[src/rtl/jk_ctrl_pkg.sv]
// Shared opcode/state encodings and counter sizing for the JK bank controller.
package jk_ctrl_pkg;

  localparam int OP_WIDTH = 3;

  typedef enum logic [OP_WIDTH-1:0] {
    OP_NOP       = 3'd0,
    OP_SET       = 3'd1,
    OP_RESET     = 3'd2,
    OP_TOGGLE    = 3'd3,
    OP_FORCE_SET = 3'd4,
    OP_FORCE_CLR = 3'd5,
    OP_CLR_FAULT = 3'd6,
    OP_RSVD      = 3'd7
  } op_t;

  typedef logic [1:0] state_t;
  localparam state_t ST_IDLE   = 2'd0;
  localparam state_t ST_APPLY  = 2'd1;
  localparam state_t ST_SETTLE = 2'd2;
  localparam state_t ST_CHECK  = 2'd3;

  // Counters only ever reach max-1, so clog2(max) bits suffice (min 1).
  function automatic int cnt_bits(input int settle, input int pulse);
    int m;
    m = (settle > pulse) ? settle : pulse;
    return (m <= 2) ? 1 : $clog2(m);
  endfunction

  localparam int DEF_SETTLE_CYCLES      = 2;
  localparam int DEF_FORCE_PULSE_CYCLES = 1;
  localparam int CNT_WIDTH = cnt_bits(DEF_SETTLE_CYCLES, DEF_FORCE_PULSE_CYCLES);

endpackage

[src/rtl/jk_ctrl_expect.sv]
// Combinational expected-value check: (op, mask, snapshot, q, qn) -> per-channel mismatch.
// JK_COMPLEMENT_CHECK_EN additionally flags channels where q == qn.
module jk_ctrl_expect
  import jk_ctrl_pkg::*;
#(
  parameter int WIDTH = 4
) (
  input  logic [OP_WIDTH-1:0] op,
  input  logic [WIDTH-1:0]    mask,
  input  logic [WIDTH-1:0]    snap,
  input  logic [WIDTH-1:0]    q,
  input  logic [WIDTH-1:0]    qn,
  output logic [WIDTH-1:0]    mismatch
);

  logic [WIDTH-1:0] expected;

  always_comb begin
    expected = snap;
    case (op_t'(op))
      OP_SET, OP_FORCE_SET:   expected = snap | mask;
      OP_RESET, OP_FORCE_CLR: expected = snap & ~mask;
      OP_TOGGLE:              expected = snap ^ mask;
      default:                expected = snap;
    endcase
  end

`ifdef JK_COMPLEMENT_CHECK_EN
  // q == qn means both outputs are driven to the same level.
  assign mismatch = (q ^ expected) | ~(q ^ qn);
`else
  logic unused_qn;
  assign unused_qn = ^qn;
  assign mismatch  = q ^ expected;
`endif

endmodule

[src/rtl/jk_bank_controller.sv]
// Command sequencer for a bank of JK flip-flops: apply, settle, read back, flag faults.
// Optional q/qn complement check under JK_COMPLEMENT_CHECK_EN.
module jk_bank_controller
  import jk_ctrl_pkg::*;
#(
  parameter int WIDTH              = 4,
  parameter int SETTLE_CYCLES      = 2,
  parameter int FORCE_PULSE_CYCLES = 1
) (
  input  logic                input_clock1_c_1,
  input  logic                input_input_switch2__reset_n_2,
  input  logic                cmd_valid,
  output logic                cmd_ready,
  input  logic [OP_WIDTH-1:0] cmd_op,
  input  logic [WIDTH-1:0]    cmd_mask,
  output logic [WIDTH-1:0]    jk_j,
  output logic [WIDTH-1:0]    jk_k,
  output logic [WIDTH-1:0]    jk_preset_n,
  output logic [WIDTH-1:0]    jk_clear_n,
  input  logic [WIDTH-1:0]    jk_q,
  input  logic [WIDTH-1:0]    jk_qn,
  output logic                done_valid,
  output logic [WIDTH-1:0]    done_q,
  output logic                fault,
  output logic [WIDTH-1:0]    fault_mask
);

  localparam int CW = cnt_bits(SETTLE_CYCLES, FORCE_PULSE_CYCLES);
  localparam logic [CW-1:0] SETTLE_LAST = CW'(SETTLE_CYCLES - 1);
  localparam logic [CW-1:0] PULSE_LAST  = CW'(FORCE_PULSE_CYCLES - 1);

  state_t           state;
  op_t              op;
  logic [WIDTH-1:0] mask;
  logic [WIDTH-1:0] snap;
  logic [CW-1:0]    cnt;
  logic [WIDTH-1:0] mismatch;
  logic             is_force;
  logic             accept;

  assign is_force = (op == OP_FORCE_SET) || (op == OP_FORCE_CLR);
  assign accept   = (state == ST_IDLE) && cmd_valid && cmd_ready;

  jk_ctrl_expect #(.WIDTH(WIDTH)) u_expect (
    .op       (op),
    .mask     (mask),
    .snap     (snap),
    .q        (jk_q),
    .qn       (jk_qn),
    .mismatch (mismatch)
  );

  always_ff @(posedge input_clock1_c_1 or negedge input_input_switch2__reset_n_2) begin
    if (!input_input_switch2__reset_n_2) begin
      state       <= ST_IDLE;
      op          <= OP_NOP;
      mask        <= '0;
      snap        <= '0;
      cnt         <= '0;
      cmd_ready   <= 1'b0;
      jk_j        <= '0;
      jk_k        <= '0;
      jk_preset_n <= '1;
      jk_clear_n  <= '1;
      done_valid  <= 1'b0;
      done_q      <= '0;
      fault       <= 1'b0;
      fault_mask  <= '0;
    end else begin
      done_valid <= 1'b0;
      case (state)
        ST_IDLE: begin
          cmd_ready <= 1'b1;
          if (accept) begin
            cmd_ready <= 1'b0;
            op        <= op_t'(cmd_op);
            mask      <= cmd_mask;
            snap      <= jk_q;
            cnt       <= '0;
            state     <= ST_APPLY;
            // Drives go out on the accept edge so APPLY sees them registered.
            case (op_t'(cmd_op))
              OP_SET:       jk_j <= cmd_mask;
              OP_RESET:     jk_k <= cmd_mask;
              OP_TOGGLE: begin
                jk_j <= cmd_mask;
                jk_k <= cmd_mask;
              end
              OP_FORCE_SET: jk_preset_n <= ~cmd_mask;
              OP_FORCE_CLR: jk_clear_n  <= ~cmd_mask;
              OP_CLR_FAULT: begin
                fault      <= 1'b0;
                fault_mask <= '0;
              end
              default: ;
            endcase
          end
        end
        ST_APPLY: begin
          jk_j <= '0;
          jk_k <= '0;
          if (!is_force || cnt == PULSE_LAST) begin
            jk_preset_n <= '1;
            jk_clear_n  <= '1;
            cnt         <= '0;
            state       <= ST_SETTLE;
          end else begin
            cnt <= cnt + CW'(1);
          end
        end
        ST_SETTLE: begin
          if (cnt == SETTLE_LAST) begin
            cnt   <= '0;
            state <= ST_CHECK;
          end else begin
            cnt <= cnt + CW'(1);
          end
        end
        ST_CHECK: begin
          // Check result is OR'd in after any CLR_FAULT clear, so it wins.
          done_valid <= 1'b1;
          done_q     <= jk_q;
          fault_mask <= fault_mask | mismatch;
          fault      <= fault | (|mismatch);
          cmd_ready  <= 1'b1;
          state      <= ST_IDLE;
        end
        default: state <= ST_IDLE;
      endcase
    end
  end

endmodule

[config.mk]
export PLATFORM = sky130hd
export DESIGN_NAME = jk_bank_controller
export DESIGN_NICKNAME = d
export VERILOG_FILES = /design/src/rtl/jk_ctrl_pkg.sv /design/src/rtl/jk_ctrl_expect.sv /design/src/rtl/jk_bank_controller.sv
export SDC_FILE = /design/constraint.sdc
export NUM_CORES = 1
export LEC_CHECK = 0
export CORE_ASPECT_RATIO = 1.5
export CORE_MARGIN = 5
export CORE_UTILIZATION = 45
export CTS_CLUSTER_SIZE = 12
export DETAILED_ROUTE_END_ITERATION = 12
export PLACE_DENSITY = 0.71
export SLEW_MARGIN = 30
export SYNTH_ARGS = -nofsm -noshare
export SYNTH_HDL_FRONTEND = slang
export SYNTH_SLANG_ARGS = --single-unit
[constraint.sdc]
create_clock -name input_clock1_c_1 -period 2.4 [get_ports input_clock1_c_1]
set_input_delay 0.48 -clock input_clock1_c_1 [delete_from_list [all_inputs] [get_ports input_clock1_c_1]]
set_output_delay 0.48 -clock input_clock1_c_1 [all_outputs]
set_load 0.005 [all_outputs]
==> flow_summary.json <==
{
  "slack_of_the_worst_reg_to_reg_path_ps": 340,
  "syn-cell-area_sq_um": 2210,
  "postSynthNetCount": 235,
  "yosys.area.top_type_share_pct": 37.3,
  "cp-end-kind": "flip-flop",
  "timing.final.crit_share_pct": 85.8,
  "floorplan.core_area_sq_um": 4810,
  "clock.fmax_mhz": 485,
  "ys_seq_area_share_pct": 46.8,
  "ff2ff_path_depth": 7,
  "post_cts.resized_instances": 0,
  "cts.path.max_buffers": 2,
  "most_common_cell_in_the_netlist": "sky130_fd_sc_hd__dfrtp_1",
  "synthTopCellsByArea": "sky130_fd_sc_hd__dfrtp_1 (37%), sky130_fd_sc_hd__dfstp_2 (9.5%), sky130_fd_sc_hd__ha_1 (7.4%)",
  "number_of_top_level_design_ports": 45,
  "synth.cells.most_frequent": "sky130_fd_sc_hd__dfrtp_1 (33), sky130_fd_sc_hd__inv_1 (22), sky130_fd_sc_hd__mux2_2 (14)",
  "synth_ff_type": "sky130_fd_sc_hd__dfrtp_1",
  "port-buffer-count": 40,
  "finalSetupTns_ps": 0,
  "layout-drive-gt1-share_pct": 15.8,
  "netlist_instances": 204,
  "synth_async_sr_flop_share_pct": 100,
  "cts_tree": "done",
  "gp_congestion": 0.783,
  "vias": 1669,
  "route.detailed.drc": 0,
  "area_delta_synth_final_pct": 28.8,
  "antenna_cells": 0,
  "register_area_sq_um": 1040,
  "cts_root_buffer": "sky130_fd_sc_hd__clkbuf_8",
  "rsz0062_at_grt": "no",
  "drtIter0Drc": 63,
  "worstSkewPairLatency_ps": 290,
  "holdBufCountCts": 0,
  "yosysWarnings": 0,
  "clock_skew_ps": 5.77,
  "maxSlewViolCount": 0,
  "max_cap_violations": 0,
  "setup.worst_path.class": "reg -> reg",
  "r2r-start": "mask[3]",
  "wirelength_mm": 4.78,
  "dp_hpwl_mm": 3.76,
  "finalSetupViolations": 0,
  "die_height_microns": 95.9,
  "crit_required_ps": 2560,
  "antenna_left": 0,
  "drt-vias-per-instance": 5.23,
  "synth_edf_count": 0,
  "outcome": "finished, final reports clean",
  "synth_seq_cells": 41,
  "post_cts.repair.setup_buffers": 0,
  "ir_drop_uv": 809,
  "drt_pre_antenna_iters": 4,
  "multi_input_comb_area_sq_um": 1060,
  "die_x_microns": 67.2,
  "hold_viol": 0,
  "fp-row-count": 31,
  "pwr_density_cell_nw_per_um2": 1410,
  "crit_arrival_ps": 2220,
  "clock_tree.htree_level_count": 2,
  "grt_pass1_vias": 1847,
  "final_core_utilization_pct": 59.2,
  "fill_cells": 451,
  "clk_transition_reported_paths_ps": 80,
  "netlist-cell-type-count": 40,
  "yosysTopAreaCell": "sky130_fd_sc_hd__dfrtp_1",
  "gr-total-overflow": 0,
  "antenna_found_initial": 0,
  "worst-path-max-fanout": 2,
  "time_the_worst_path_needs_with_i_o_delays_and_setup_ps": 2060,
  "critical_path.startpoint": "mask[3]",
  "first_pass_grt_wire_length_mm": 8.55,
  "drt-wirelength-per-cell_microns": 15.0,
  "p_leak_nw": 1.26,
  "maximum_number_of_pins_on_one_net_before_global_route_repair": 28,
  "timing.critical_path.from_type": "flip-flop",
  "holdCritPathClass": "in -> async",
  "worst_r2r_endpoint": "fault",
  "clkSinkCount": 41,
  "slew_headroom_pct": 68.2,
  "total_routing_usage_reported_by_global_routing_pct": 17.5,
  "start_util_pct": 46.0,
  "worst-slew-pin-transition_ps": 477,
  "cts-buffers-inserted": 5,
  "syn_avg_cell_area_sq_um": 10.8,
  "area_of_the_die_sq_um": 6450,
  "nets": 283
}
## power by group
group	switching [mW]	internal, mW
Combinational	0.935	1.11
Clock	0.236	0.413
Sequential	0.230	1.08
Total	1.40	2.60
## area by class of cell
type                    count  share of cell area [%]
clock buffers               5                    2.42
clock inverters             3                    2.28
inverters                  22                    2.90
multi-input cells         134                    37.2
flip-flops and latches     41                    36.4
well taps                  66                    2.90
repair buffers             48                    16.0
## layer usage
metal / vias to the layer above / routed length, microns / track usage (%)
met5: - / 0 / 0
met4: 0 / 98 / 7.11
met2: 26 / 2630 / 31.4
li1: 826 / - / -
met1: 809 / 1880 / 19.3
met3: 8 / 174 / 4.32
## worst max path at each step
stage | endpoint | depth (start not counted)
2_1_floorplan | fault | 6
3_3_place_gp | fault_mask[2] | 6
3_5_place_dp | fault_mask[2] | 6
4_1_cts | fault | 7
5_1_grt | fault | 7
6_report | fault | 7
## state kept, by name, summed over array words and instances, names as in the netlist
| name | count |
|---|---|
| state | 2 |
| done_valid | 1 |
| jk_preset_n | 4 |
| done_q | 4 |
| jk_clear_n | 4 |
| cnt | 1 |
| cmd_ready | 1 |
| mask | 4 |
| fault | 1 |
| jk_j | 4 |
| jk_k | 4 |
| op | 3 |
| fault_mask | 4 |
| snap | 4 |
## critical path, cell delays in order (launching register included)
cell and delay, ps:
sky130_fd_sc_hd__dfrtp_1 390, sky130_fd_sc_hd__inv_1 90, sky130_fd_sc_hd__ha_1 170, sky130_fd_sc_hd__nor4bb_1 50, sky130_fd_sc_hd__or4_4 490, sky130_fd_sc_hd__o31a_1 330
sky130_fd_sc_hd__nor4_1 270, sky130_fd_sc_hd__a41oi_1 150
## kinds of logic after synthesis
family	count (synthesis)	share of synthesized area, %
flops	41	46.8
compound gates	33	9.45
xor+xnor	1	0.396
simple gates	54	14.4
buf+inv	29	5.32
mux	33	16.2
fa+ha+maj	13	7.35
## per-stage QoR
step                hold WS (ps)  area (sq um)  worst slack [ps]  total power [mW]  std cells
floorplan                    184          2210               458              2.55        204
global placement             395          2720               220              3.33        311
detailed placement           401          2720               196              3.39        311
CTS                         72.6          2850               318              4.07        319
global route                77.9          2850               207              4.37        319
finish                      73.7          2850               340              4.00        319
## layout by cell type (no fill, tap or decap), types with 4 or more instances in the layout
| cell | instances |
|---|---|
| sky130_fd_sc_hd__nand2_1 | 10 |
| sky130_fd_sc_hd__buf_4 | 8 |
| sky130_fd_sc_hd__a21oi_1 | 8 |
| sky130_fd_sc_hd__nor4_1 | 4 |
| sky130_fd_sc_hd__ha_1 | 13 |
| sky130_fd_sc_hd__o21ai_0 | 9 |
| sky130_fd_sc_hd__nand2b_1 | 8 |
| sky130_fd_sc_hd__nand3_1 | 8 |
| sky130_fd_sc_hd__clkdlybuf4s50_1 | 39 |
| sky130_fd_sc_hd__mux2_2 | 14 |
| sky130_fd_sc_hd__clkbuf_8 | 5 |
| sky130_fd_sc_hd__dfrtp_1 | 33 |
| sky130_fd_sc_hd__nor2b_1 | 4 |
| sky130_fd_sc_hd__mux2i_1 | 10 |
| sky130_fd_sc_hd__dfstp_2 | 8 |
| sky130_fd_sc_hd__inv_1 | 22 |
| sky130_fd_sc_hd__mux2_1 | 9 |
Power figures use the tool's default switching activity.
